===== src/rtl/lbm_stream_scatter.sv =====
// D2Q9 LBM streaming stage: latches one post-collision cell and scatters its nine
// distributions to the neighbour cells of the next-timestep memory, one word per cycle.
//
//   state   | meaning
//   IDLE    | no cell held, ready for a handshake
//   SCATTER | writing direction dir_q of the latched cell; ready again at dir 8
module lbm_stream_scatter #(
  parameter int GRID_DIM      = 256,
  parameter int GRID_X        = 16,
  parameter int DATA_WIDTH    = 32,
  parameter int ADDRESS_WIDTH = $clog2(GRID_DIM),
  parameter int DATA_WIDTH_F  = 9 * DATA_WIDTH,
  parameter int BOUNCE_Y      = 0
) (
  input  logic                     CLOCK_50,
  input  logic                     RESET,
  input  logic                     in_valid,
  output logic                     in_ready,
  input  logic [ADDRESS_WIDTH-1:0] in_addr,
  input  logic [DATA_WIDTH_F-1:0]  in_f,
  output logic                     wr_en,
  output logic [ADDRESS_WIDTH-1:0] wr_addr,
  output logic [3:0]               wr_dir,
  output logic [DATA_WIDTH-1:0]    wr_data,
  output logic [ADDRESS_WIDTH-1:0] cell_count,
  output logic                     frame_done
);

  localparam int XW     = $clog2(GRID_X);
  localparam int YW     = ADDRESS_WIDTH - XW;
  localparam int GRID_Y = GRID_DIM / GRID_X;

  typedef enum logic {IDLE, SCATTER} state_e;

  state_e                   state_q, state_d;
  logic [3:0]               dir_q, dir_d;
  logic [ADDRESS_WIDTH-1:0] addr_q, addr_d;
  logic [DATA_WIDTH_F-1:0]  f_q, f_d;
  logic [ADDRESS_WIDTH-1:0] cnt_q, cnt_d;

  logic last_dir, handshake;

  assign last_dir  = (state_q == SCATTER) && (dir_q == 4'd8);
  assign in_ready  = (state_q == IDLE) || last_dir;
  assign handshake = in_valid && in_ready;

  always_ff @(posedge CLOCK_50 or negedge RESET) begin
    if (!RESET) begin
      state_q <= IDLE;
      dir_q   <= '0;
      addr_q  <= '0;
      f_q     <= '0;
      cnt_q   <= '0;
    end else begin
      state_q <= state_d;
      dir_q   <= dir_d;
      addr_q  <= addr_d;
      f_q     <= f_d;
      cnt_q   <= cnt_d;
    end
  end

  always_comb begin
    state_d = state_q;
    dir_d   = dir_q;
    addr_d  = addr_q;
    f_d     = f_q;
    cnt_d   = cnt_q;
    if (state_q == SCATTER) begin
      if (dir_q == 4'd8) begin
        // GRID_DIM is a power of two, so the natural wrap ends the frame at 0
        cnt_d   = cnt_q + 1'b1;
        dir_d   = '0;
        state_d = IDLE;
      end else begin
        dir_d = dir_q + 1'b1;
      end
    end
    if (handshake) begin
      state_d = SCATTER;
      dir_d   = '0;
      addr_d  = in_addr;
      f_d     = in_f;
    end
  end

  logic       x_inc, x_dec, y_inc, y_dec;
  logic [3:0] opp_dir;

  always_comb begin
    x_inc   = 1'b0;
    x_dec   = 1'b0;
    y_inc   = 1'b0;
    y_dec   = 1'b0;
    opp_dir = 4'd0;
    case (dir_q)
      4'd1: begin x_inc = 1'b1;                 opp_dir = 4'd3; end
      4'd2: begin y_inc = 1'b1;                 opp_dir = 4'd4; end
      4'd3: begin x_dec = 1'b1;                 opp_dir = 4'd1; end
      4'd4: begin y_dec = 1'b1;                 opp_dir = 4'd2; end
      4'd5: begin x_inc = 1'b1; y_inc = 1'b1;   opp_dir = 4'd7; end
      4'd6: begin x_dec = 1'b1; y_inc = 1'b1;   opp_dir = 4'd8; end
      4'd7: begin x_dec = 1'b1; y_dec = 1'b1;   opp_dir = 4'd5; end
      4'd8: begin x_inc = 1'b1; y_dec = 1'b1;   opp_dir = 4'd6; end
      default: opp_dir = 4'd0;
    endcase
  end

  logic [XW-1:0] x_src, x_dst;
  logic [YW-1:0] y_src, y_dst;
  logic          hit_wall;

  assign x_src = addr_q[XW-1:0];
  assign y_src = addr_q[ADDRESS_WIDTH-1:XW];
  // Truncation to the field width gives the periodic wrap for free
  assign x_dst = x_inc ? x_src + XW'(1) : (x_dec ? x_src - XW'(1) : x_src);
  assign y_dst = y_inc ? y_src + YW'(1) : (y_dec ? y_src - YW'(1) : y_src);
  assign hit_wall = (BOUNCE_Y != 0) &&
                    ((y_dec && (y_src == '0)) || (y_inc && (y_src == YW'(GRID_Y - 1))));

  always_comb begin
    wr_data = '0;
    for (int k = 0; k < 9; k++) begin
      if (dir_q == 4'(k)) wr_data = f_q[k*DATA_WIDTH +: DATA_WIDTH];
    end
  end

  assign wr_en      = (state_q == SCATTER);
  assign wr_addr    = hit_wall ? addr_q : {y_dst, x_dst};
  assign wr_dir     = hit_wall ? opp_dir : dir_q;
  assign cell_count = cnt_q;
  assign frame_done = last_dir && (cnt_q == ADDRESS_WIDTH'(GRID_DIM - 1));

endmodule


===== config.mk =====
export PLATFORM = sky130hd
export DESIGN_NAME = lbm_stream_scatter
export DESIGN_NICKNAME = d
export VERILOG_FILES = /design/src/rtl/lbm_stream_scatter.sv
export SDC_FILE = /design/constraint.sdc
export NUM_CORES = 1
export LEC_CHECK = 0
export ABC_AREA = 1
export CORE_UTILIZATION = 50
export CTS_CLUSTER_DIAMETER = 120
export CTS_CLUSTER_SIZE = 10
export DETAILED_ROUTE_END_ITERATION = 8
export GPL_ROUTABILITY_DRIVEN = 0
export PLACE_DENSITY = 0.8
export SETUP_SLACK_MARGIN = 0.1
export SLEW_MARGIN = 20
export SYNTH_ARGS = -nofsm -noshare
export SYNTH_HDL_FRONTEND = slang
export SYNTH_SLANG_ARGS = --single-unit

===== constraint.sdc =====
create_clock -name CLOCK_50 -period 5.2 [get_ports CLOCK_50]
set_input_delay 1.04 -clock CLOCK_50 [delete_from_list [all_inputs] [get_ports CLOCK_50]]
set_output_delay 1.04 -clock CLOCK_50 [all_outputs]
set_load 0.01 [all_outputs]

==> flow_metrics.env <==
export IMPL_clock_insertion_delay_worst_skew_ns=0.51
export IMPL_pins_over_their_slew_limit=0
export IMPL_post_synth_inst_count=2139
export IMPL_io_pins=354
export IMPL_layout_drive_gt1_share=0.0445
export IMPL_worstPathRequired_ns=4.16
export IMPL_final_setup_worst_slack_ns=0.600
export IMPL_total_grt_usage=0.311
export IMPL_run_status="completed"
export IMPL_netlist_cell_type_count=30
export IMPL_die_h_um=178
export IMPL_worst_path_dominant_cell_family="simple AND/OR/NAND/NOR gates"
export IMPL_grt_start_max_net_pins=169
export IMPL_timing_critical_path_arrival_ns=3.56
export IMPL_grt_first_pass_wirelength_um=75800
export IMPL_fill_cells=2590
export IMPL_layout_nets=2735
export IMPL_setup_tns_ns=0
export IMPL_cts_resized=0
export IMPL_final_antenna_net_count=0
export IMPL_cp_slowest_stage_delay_ns=0.54
export IMPL_final_core_utilization=0.657
export IMPL_mappedNetlistArea_um2=15500
export IMPL_clock_tree_root="clkbuf_16"
export IMPL_final_setup_violation_count=0
export IMPL_synth_area_leader_cell="dfrtp_1"
export IMPL_detailed_place_hpwl_um=34200
export IMPL_post_layout_nonfiller_instances=2827
export IMPL_layout_area_overhead_vs_synth_pct=29.3
export IMPL_power_total_w=0.0120
export IMPL_fmax_mhz=217
export IMPL_hp_class="reg2reg"
export IMPL_timing_critical_path_mode_cell="nand2_1"
export IMPL_dpl_cell_count=2785
export IMPL_grt_ovfl_total=0
export IMPL_clock_sink_count=309
export IMPL_tightest_slew_ns=1.04
export IMPL_start_kind="register"
export IMPL_detailedRoute_firstIterationViolations=1356
export IMPL_dr_total_vias=14793
export IMPL_die_area_um2=31700
export IMPL_ys_warnings_count=0
export IMPL_power_density_nw_per_um2=598
export IMPL_final_hold_violation_count=0
export IMPL_clkSlewWorstSetupHoldPaths_ns=0.06
export IMPL_cpMaxStageDelayCell="clkdlybuf4s50_1"
export IMPL_power_leakage_nw=10.4
export IMPL_post_cts_buffers=0
export IMPL_rsz0062_at_grt="no"
export IMPL_worstPathMaxFanout=33
export IMPL_drc=0
export IMPL_cts_buffers=36
export IMPL_finalClockSkew_ns=0.0151
export IMPL_synthDominantCellAreaShare=0.499
export IMPL_tritoncts="yes"
export IMPL_critical_path_cell_chain="inv_1 > ha_1 > buf_4 > nand2_2 > nand3_1 > nand2_1 > nand4_1 > nand2_1 > nand2_1 > nand2_1 > nand2_1 > clkdlybuf4s50_1"
export IMPL_detailedPlace_worstSlack_ns=1.16
export IMPL_synth_seq_cells=309
export IMPL_htree_num_levels=2
export IMPL_cts_hold_repair_buffers=0
export IMPL_netlist_top_cells_area="dfrtp_1 (50%), nand2_1 (29%), nand3_1 (3.5%)"
export IMPL_floorplan_core_area_um2=30500
export IMPL_rows=64
export IMPL_synth_yosys_seq_area_share=0.499
export IMPL_relSlewSlack=0.308
export IMPL_route_detailed_wl_per_inst_um=17.2
export IMPL_max_clock_path_buffers=3
export IMPL_first_global_vias=14578
export IMPL_finalCriticalPeriod_ns=4.60
export IMPL_worstSetupEndpointType="primary output"
export IMPL_io_buffer_count=353
export IMPL_reg2reg_slack_ns=1.92
export IMPL_drt_pre_antenna_iters=6
export IMPL_via_per_inst=5.23
export IMPL_floorplan_die_width_um=178
export IMPL_worst_setup_path_type="reg2out"
export IMPL_power_ir_vdd_worst_v=0.000417
export IMPL_drt_wl_total_um=48700
export IMPL_postSynthAreaPerCell_um2=7.25
export IMPL_synth_net_count=2447
export IMPL_grt_antenna_before_repair=5
export IMPL_cp_buffers_inverters=3
export IMPL_max_cap_violations=0
export IMPL_floorplan_initialDensity=0.508
export IMPL_final_period_utilization=0.885
-- metrics by stage --
step                hold slack, ns  instance area, um^2
finish                       0.472                20000
global route                 0.492                20000
CTS                          0.473                20000
detailed placement           0.458                19100
global placement             0.454                19100
floorplan                    0.440                15500
-- power by group --
part           switching [W]  internal, W  total [W]
Sequential          0.000692      0.00351    0.00420
Combinational        0.00338      0.00223    0.00561
Clock               0.000931      0.00125    0.00218
-- layout by cell type, fill, tap and decap left out, drive strengths merged, types with 5 or more instances in the layout --
cell / n
inv: 119
xnor2: 5
nand2: 1191
clkdlybuf4s50: 352
a21oi: 5
dfrtp: 309
ha: 9
nand3b: 32
nand4: 34
xor2: 10
or2: 33
clkbuf: 38
nor2: 105
nor3: 5
nand3: 109
o21ai: 45
buf: 23
-- registers in the layout, summed over array words and instances, names as in the netlist --
| name | flops |
|---|---|
| f_q | 288 |
| addr_q | 8 |
| cell_count | 8 |
| wr_dir | 4 |
| wr_en | 1 |
-- area by class of cell --
type                    instances  area, um^2  area share
flip-flops and latches        309        7730       0.386
multi-input cells            1586        6660       0.332
repair buffers                375        3750       0.187
clock buffers                  38         930      0.0464
well taps                     396         495      0.0247
inverters                     119         454      0.0227
diodes                          4        10.0    0.000500
-- worst min-delay path, cell delays in order (launching register included) --
cell and delay, ns:
dfrtp_1 0.33, nand2_1 0.05, nand2_1 0.05
-- worst paths after layout --
| kind | startpoint | cells after the start | endpoint |
|---|---|---|---|
| max | wr_dir[0] | 12 | wr_data[9] |
| min reg2reg | f_q[240] | 2 | f_q[240] |
| max reg2reg | wr_dir[0] | 10 | f_q[146] |
| min in group asynchronous | RESET | 1 | f_q[24] |
| max in group asynchronous | RESET | 2 | f_q[168] |
| min | f_q[240] | 2 | f_q[240] |
-- layer usage --
metal,vias up,share of wire,routed length [um],global-route usage
met3,127,0.078,3820,0.0595
li1,7059,-,-,-
met4,6,0.042,2060,0.134
met5,-,0.00084,41,0
met1,6985,0.40,19500,0.396
met2,616,0.48,23300,0.515
-- cell families after synthesis --
group	Yosys count	share of synthesized area
buf+inv	244	0.0729
flops	309	0.499
compound gates	52	0.0171
simple gates	1510	0.395
xor+xnor	15	0.00847
fa+ha+maj	9	0.00726
-- cells in the mapped netlist, drive strengths merged --
library cell  count
nand2          1191
dfrtp           309
inv             119
nand3           109
nor2            105
buf              96
o21ai            45
nand4            34
or2              33
nand3b           32
clkbuf           29
xor2             10
ha                9
a21oi             5
nor3              5
xnor2             5
a21o              1
nor3b             1
o31ai             1
No activity file was read; power rests on OpenSTA's default activity.
